<file path="src/rtl/tx_ilas_seq_if.sv">
// Bundle of the sequencer's SYNC~, config, user-data and link-side octet signals.
// master is the sequencer's own view; slave is the environment driving it.
interface tx_ilas_seq_if;
  logic         i_sync_n;
  logic [103:0] i_cfg;
  logic [7:0]   i_data;
  logic         i_vld;
  logic         o_ready;
  logic [7:0]   o_data;
  logic         o_k;
  logic         o_vld;
  logic         o_lmfc;
  logic         o_underflow;

  modport master (
    input  i_sync_n, i_cfg, i_data, i_vld,
    output o_ready, o_data, o_k, o_vld, o_lmfc, o_underflow
  );

  modport slave (
    output i_sync_n, i_cfg, i_data, i_vld,
    input  o_ready, o_data, o_k, o_vld, o_lmfc, o_underflow
  );
endinterface

</file>
<file path="src/rtl/tx_ilas_seq.sv">
// JESD204B transmit sequencer: code-group sync, 4-multiframe ILAS, then user data,
// with all octet outputs registered one cycle behind the state that produced them.
module tx_ilas_seq #(
  parameter int unsigned F          = 1,
  parameter int unsigned K          = 32,
  parameter int unsigned RESYNC_CYC = 5
) (
  input logic           clk,
  input logic           rst,
  tx_ilas_seq_if.master bus
);
  localparam int unsigned     FK      = F * K;
  localparam int unsigned     CntW    = $clog2(RESYNC_CYC + 1);
  localparam logic [7:0]      PLast   = 8'(FK - 1);
  localparam logic [CntW-1:0] CntLast = CntW'(RESYNC_CYC - 1);

  if (FK < 18 || FK > 256) begin : g_bad_fk
    $error("tx_ilas_seq: F*K must lie in 18..256");
  end
  if (RESYNC_CYC < 1) begin : g_bad_resync
    $error("tx_ilas_seq: RESYNC_CYC must be at least 1");
  end

  typedef enum logic [1:0] {StCgs, StIlas, StData} state_e;

  state_e          state_q, state_d;
  logic [7:0]      p_q, p_d;
  logic [1:0]      m_q, m_d;
  logic [CntW-1:0] cnt_q, cnt_d;
  logic [103:0]    cfg_q, cfg_d;
  logic [7:0]      data_q, data_d;
  logic            k_q, k_d;
  logic            vld_q;
  logic            lmfc_q;
  logic            uf_q, uf_d;
  logic [7:0]      fchk;
  logic [7:0]      cfg_oct;
  logic            p_last;

  assign p_last = (p_q == PLast);

  // Checksum and config-octet lookup work on the copy latched at ILAS entry.
  always_comb begin
    fchk    = '0;
    cfg_oct = '0;
    for (int i = 0; i < 13; i++) begin
      fchk = fchk + cfg_q[8*i +: 8];
      if (p_q == 8'(i + 2)) cfg_oct = cfg_q[8*i +: 8];
    end
  end

  always_comb begin
    state_d = state_q;
    p_d     = p_last ? 8'd0 : p_q + 8'd1;
    m_d     = m_q;
    cnt_d   = cnt_q;
    cfg_d   = cfg_q;
    data_d  = 8'hBC;
    k_d     = 1'b1;
    uf_d    = 1'b0;

    unique case (state_q)
      StCgs: begin
        cnt_d = '0;
        if (p_last && bus.i_sync_n) begin
          state_d = StIlas;
          m_d     = 2'd0;
          cfg_d   = bus.i_cfg;
        end
      end
      StIlas: begin
        data_d = p_q;
        k_d    = 1'b0;
        if (p_q == 8'd0) begin
          data_d = 8'h1C;
          k_d    = 1'b1;
        end else if (p_last) begin
          data_d = 8'h7C;
          k_d    = 1'b1;
        end
        if (m_q == 2'd1) begin
          if (p_q == 8'd1) begin
            data_d = 8'h9C;
            k_d    = 1'b1;
          end else if (p_q >= 8'd2 && p_q <= 8'd14) begin
            data_d = cfg_oct;
          end else if (p_q == 8'd15) begin
            data_d = fchk;
          end
        end
        if (p_last) begin
          m_d = m_q + 2'd1;
          if (m_q == 2'd3) state_d = StData;
        end
      end
      StData: begin
        k_d    = 1'b0;
        data_d = bus.i_vld ? bus.i_data : 8'h00;
        uf_d   = ~bus.i_vld;
      end
      default: state_d = StCgs;
    endcase

    // Only a run of RESYNC_CYC lows is a resync; it overrides ILAS->DATA.
    if (state_q != StCgs) begin
      if (bus.i_sync_n) begin
        cnt_d = '0;
      end else if (cnt_q == CntLast) begin
        state_d = StCgs;
        m_d     = 2'd0;
        cnt_d   = '0;
      end else begin
        cnt_d = cnt_q + 1'b1;
      end
    end
  end

  always_ff @(posedge clk or posedge rst) begin
    if (rst) begin
      state_q <= StCgs;
      p_q     <= '0;
      m_q     <= '0;
      cnt_q   <= '0;
      cfg_q   <= '0;
      data_q  <= '0;
      k_q     <= 1'b0;
      vld_q   <= 1'b0;
      lmfc_q  <= 1'b0;
      uf_q    <= 1'b0;
    end else begin
      state_q <= state_d;
      p_q     <= p_d;
      m_q     <= m_d;
      cnt_q   <= cnt_d;
      cfg_q   <= cfg_d;
      data_q  <= data_d;
      k_q     <= k_d;
      vld_q   <= 1'b1;
      lmfc_q  <= (p_q == 8'd0);
      uf_q    <= uf_d;
    end
  end

  assign bus.o_data      = data_q;
  assign bus.o_k         = k_q;
  assign bus.o_vld       = vld_q;
  assign bus.o_lmfc      = lmfc_q;
  assign bus.o_underflow = uf_q;
  assign bus.o_ready     = (state_q == StData);

endmodule

</file>
<file path="src/flat_wrapper.sv">
// flat-port wrapper written by rule: the top's interface ports become plain ports
module tx_ilas_seq_flat 
#(
  parameter int unsigned F          = 1,
  parameter int unsigned K          = 32,
  parameter int unsigned RESYNC_CYC = 5
)
  (clk, rst, bus_i_sync_n, bus_i_cfg, bus_i_data, bus_i_vld, bus_o_ready, bus_o_data, bus_o_k, bus_o_vld, bus_o_lmfc, bus_o_underflow);
  tx_ilas_seq_if bus_i ();
  input logic clk;
  input logic rst;
  input wire logic [$bits(bus_i.i_sync_n)-1:0] bus_i_sync_n;
  input wire logic [$bits(bus_i.i_cfg)-1:0] bus_i_cfg;
  input wire logic [$bits(bus_i.i_data)-1:0] bus_i_data;
  input wire logic [$bits(bus_i.i_vld)-1:0] bus_i_vld;
  output wire logic [$bits(bus_i.o_ready)-1:0] bus_o_ready;
  output wire logic [$bits(bus_i.o_data)-1:0] bus_o_data;
  output wire logic [$bits(bus_i.o_k)-1:0] bus_o_k;
  output wire logic [$bits(bus_i.o_vld)-1:0] bus_o_vld;
  output wire logic [$bits(bus_i.o_lmfc)-1:0] bus_o_lmfc;
  output wire logic [$bits(bus_i.o_underflow)-1:0] bus_o_underflow;
  assign bus_i.i_sync_n = bus_i_sync_n;
  assign bus_i.i_cfg = bus_i_cfg;
  assign bus_i.i_data = bus_i_data;
  assign bus_i.i_vld = bus_i_vld;
  assign bus_o_ready = bus_i.o_ready;
  assign bus_o_data = bus_i.o_data;
  assign bus_o_k = bus_i.o_k;
  assign bus_o_vld = bus_i.o_vld;
  assign bus_o_lmfc = bus_i.o_lmfc;
  assign bus_o_underflow = bus_i.o_underflow;
  tx_ilas_seq #(.F(F), .K(K), .RESYNC_CYC(RESYNC_CYC)) u_core (.clk(clk), .rst(rst), .bus(bus_i));
endmodule
</file>
<file path="config.mk">
export PLATFORM = sky130hd
export DESIGN_NAME = tx_ilas_seq_flat
export DESIGN_NICKNAME = d
export VERILOG_FILES = /design/src/rtl/tx_ilas_seq_if.sv /design/src/rtl/tx_ilas_seq.sv /design/src/flat_wrapper.sv
export SDC_FILE = /design/constraint.sdc
export NUM_CORES = 1
export LEC_CHECK = 0
export ABC_AREA = 1
export CAP_MARGIN = 25
export CORE_ASPECT_RATIO = 0.8
export CORE_UTILIZATION = 55
export CTS_CLUSTER_DIAMETER = 30
export CTS_CLUSTER_SIZE = 8
export DETAILED_ROUTE_END_ITERATION = 12
export GPL_TIMING_DRIVEN = 0
export PLACE_DENSITY = 0.8
export RECOVER_POWER = 50
export SKIP_LAST_GASP = 1
export SLEW_MARGIN = 40
export SYNTH_ARGS = -nofsm -noshare
export SYNTH_HDL_FRONTEND = slang
export SYNTH_SLANG_ARGS = --single-unit
</file>
<file path="constraint.sdc">
create_clock -name clk -period 15 [get_ports clk]
set_clock_uncertainty 0.05 [all_clocks]
set_input_delay 3 -clock clk [delete_from_list [all_inputs] [get_ports clk]]
set_output_delay 3 -clock clk [all_outputs]
set_load 0.01 [all_outputs]
</file>
==> results.cfg <==
[timing]
min_period_ps = 8167
final.setup.tns_ps = 0
hold_violations = 0
relSlewSlack_pct = -144.0
clock.fmax_mhz = 122.4
fin_crit_sh_pct = 54.45
finalSetupViolCount = 0
rsz0062_at_grt = false
worst-slew-pin-transition_ps = 3659
slew_viol_final = 134
worst_slack_ps = 6833

[route]
wl_um = 24490
firstDrtPassIters = 5
viasPerCell = 5.207
drt_first_iter_violations = 719
detail-route-antenna-nets = 0
wl_per_cell_um = 16.43
vias = 7759
drc = 0

[synth]
synth_seq_cells = 131
synthesis.nets = 1323
syn_inst = 1114
synth_xor_area_share_pct = 2.533
synth_most_common_cell = nand2_1
synth_top_family_by_area = simple AND/OR/NAND/NOR gates
synth_top_area_cell = dfrtp_1
muxShareOfSynthArea_pct = 0
synth_flop_cell = dfrtp_1
syn_avg_cell_area_um2 = 8.070
synthTopCellsByCount = nand2_1, inv_1, dfrtp_1, fa_1, a21oi_1
synthAdderAreaFrac_pct = 18.71
synth-simple-area-share_pct = 22.12
yosysUniqueCellTypes = 39
ys_seq_area_share_pct = 36.46
synth_area_leaders = dfrtp_1, fa_1, nand2_1
async_flop_share_pct = 100.0
synth_edf_count = 0
yosys.area.top_type_share_pct = 36.46
synth_compound_area_share_pct = 9.019
yosysWarnings = 0
syn_area_um2 = 8990

[clocking]
insertion_delay_ps = 430
post-cts-setup-buffer-count = 0
cts_buffers = 17
clock_path_buffers = 2
clkSinkCount = 131
htree_num_levels = 4
holdBufCountCts = 0
cts_tree = built
ctsResizeCount = 0
clk_pin_slew_ps = 60
cts-root-buf = clkbuf_16

[floorplanning]
dieWidth_um = 144.9
fp.dieH_um = 116.4
die_area_um2 = 16860
core-area_um2 = 15850
io_pins = 129
start_util_pct = 56.71
rows = 41

[global_route]
grt_overflow = 0
antenna_found_initial = 0
grt_pass1_wl_um = 39590
grt_max_degree = 70
grt_pass1_vias = 7645
track_usage_pct = 31.27

[worst_setup_path]
path_class = in -> async
worstPathArrival_ps = 7810
cp-end-kind = asynchronous set/reset pin
crit_path_start_kind = input pin
required_ps = 14640
path_max_fanout = 69

[finish]
filler_cell_count = 1272
area_delta_synth_final_pct = 23.73
stdcell_count = 1490
final_nets = 1471
n_antenna_cell = 0
drive_above_1_share_pct = 7.216

[pwr]
worst_ir_drop_vdd_uv = 196.4
p_leak_nw = 5.474
total_power_mw = 1.679
power_density_nw_per_um2 = 151.0

[job]
drv_cap = 2

[place]
dp.cells = 1458
detailed_place_hpwl_um = 19100
numPortBuffers = 128
post-place-ws_ps = 9804
gp_routability_congestion = 0.9354

[outcome]
violations = capacitance limit, slew limit
status = finished with violations

[min_path]
hp-class = reg -> reg
==> sequential cells by signal (all words and copies together) (netlist names) <==
name and flops:
u_core.bus.o_k 1, u_core.p_q 8, u_core.state_q 2, u_core.bus.o_vld 1, u_core.m_q 2, u_core.bus.o_data 8
u_core.bus.o_underflow 1, u_core.cfg_q 104, u_core.bus.o_lmfc 1, u_core.cnt_q 3
==> per-stage QoR <==
step | hold slack (ps) | area, um2 | util [%]
6_report | 411.0 | 11120 | 70.17
5_1_grt | 416.7 | 11120 | 70.17
4_1_cts | 408.2 | 11160 | 70.42
3_5_place_dp | 400.0 | 10580 | 66.71
3_3_place_gp | 395.2 | 10540 | 66.49
2_1_floorplan | 379.6 | 8990 | -
==> worst max-delay path, cell delays in order <==
cell           delay (ps)
dlygate4sd3_1         540
clkinvlp_2           1530
clkbuf_1             2660
==> layout by cell type, fill, tap and decap left out, drive strengths merged, types with 2 or more instances in the layout <==
cell / Yosys / final
fa: 69 / 69
nor2: 51 / 51
o211ai: 7 / 7
xor2: 9 / 9
nor3: 9 / 9
o311ai: 2 / 2
nand3: 42 / 42
bufinv: 0 / 2
a21oi: 62 / 62
dlygate4sd3: 0 / 3
clkinvlp: 0 / 4
nand2: 370 / 370
clkdlybuf4s50: 0 / 125
o21a: 2 / 2
dfrtp: 131 / 131
nand4: 3 / 3
nor4: 2 / 2
a31oi: 2 / 2
or2: 3 / 3
o21ai: 72 / 72
clkinv: 1 / 7
clkbuf: 4 / 26
inv: 197 / 196
buf: 30 / 30
ha: 24 / 24
xnor2: 17 / 17
==> cell families (layout without fill, tap and decap cells) <==
| kind of cell | after synthesis | in the layout |
|---|---|---|
| other | 1 | 1 |
| adders and majority gates | 93 | 93 |
| buffers and inverters | 232 | 393 |
| DFF | 131 | 131 |
| and+or+nand+nor | 480 | 480 |
| AOI/OAI and AO/OA | 151 | 151 |
| xor gates and xnor gates | 26 | 26 |
==> routing by layer <==
metal | vias to the layer above | global-route usage [%] | part of all wire [%]
met1 | 3700 | 43.87 | 45
met5 | - | 0 | 0
met3 | 37 | 8.984 | 9.5
met2 | 336 | 47.12 | 43
met4 | 0 | 10.21 | 2.0
li1 | 3686 | - | -
==> worst paths after layout <==
path,from,endpoint,slack [ps],cells after the start
worst max-delay path,rst,u_core.bus.o_data[3],6830,3
worst min-delay path,u_core.cnt_q[0],u_core.cnt_q[0],410,1
worst max register to register,u_core.cfg_q[82],u_core.bus.o_data[6],9760,23
worst min register to register,u_core.cnt_q[0],u_core.cnt_q[0],410,1
max in group clk,u_core.cfg_q[82],u_core.bus.o_data[6],9760,23
min in group asynchronous,rst,u_core.cfg_q[62],3720,2
==> area by class of cell <==
class | instances | area (um2) | share of cell area [%]
Tap cell | 215 | 269.0 | 2.418
Buffer | 34 | 256.5 | 2.306
Timing Repair Buffer | 129 | 1285 | 11.55
Clock inverter | 11 | 127.6 | 1.147
Inverter | 198 | 744.5 | 6.693
Clock buffer | 21 | 460.4 | 4.139
Multi-Input combinational cell | 751 | 4702 | 42.27
Sequential cell | 131 | 3278 | 29.47
==> report_power, final <==
group,leakage [nW],internal [mW],switching [mW],total [mW]
Combinational,3.61,0.376,0.488,0.864
Sequential,1.58,0.379,0.0211,0.400
Clock,0.280,0.254,0.161,0.415
Total,5.47,1.01,0.671,1.68
Note: power is estimated with default switching activity, not from simulation.
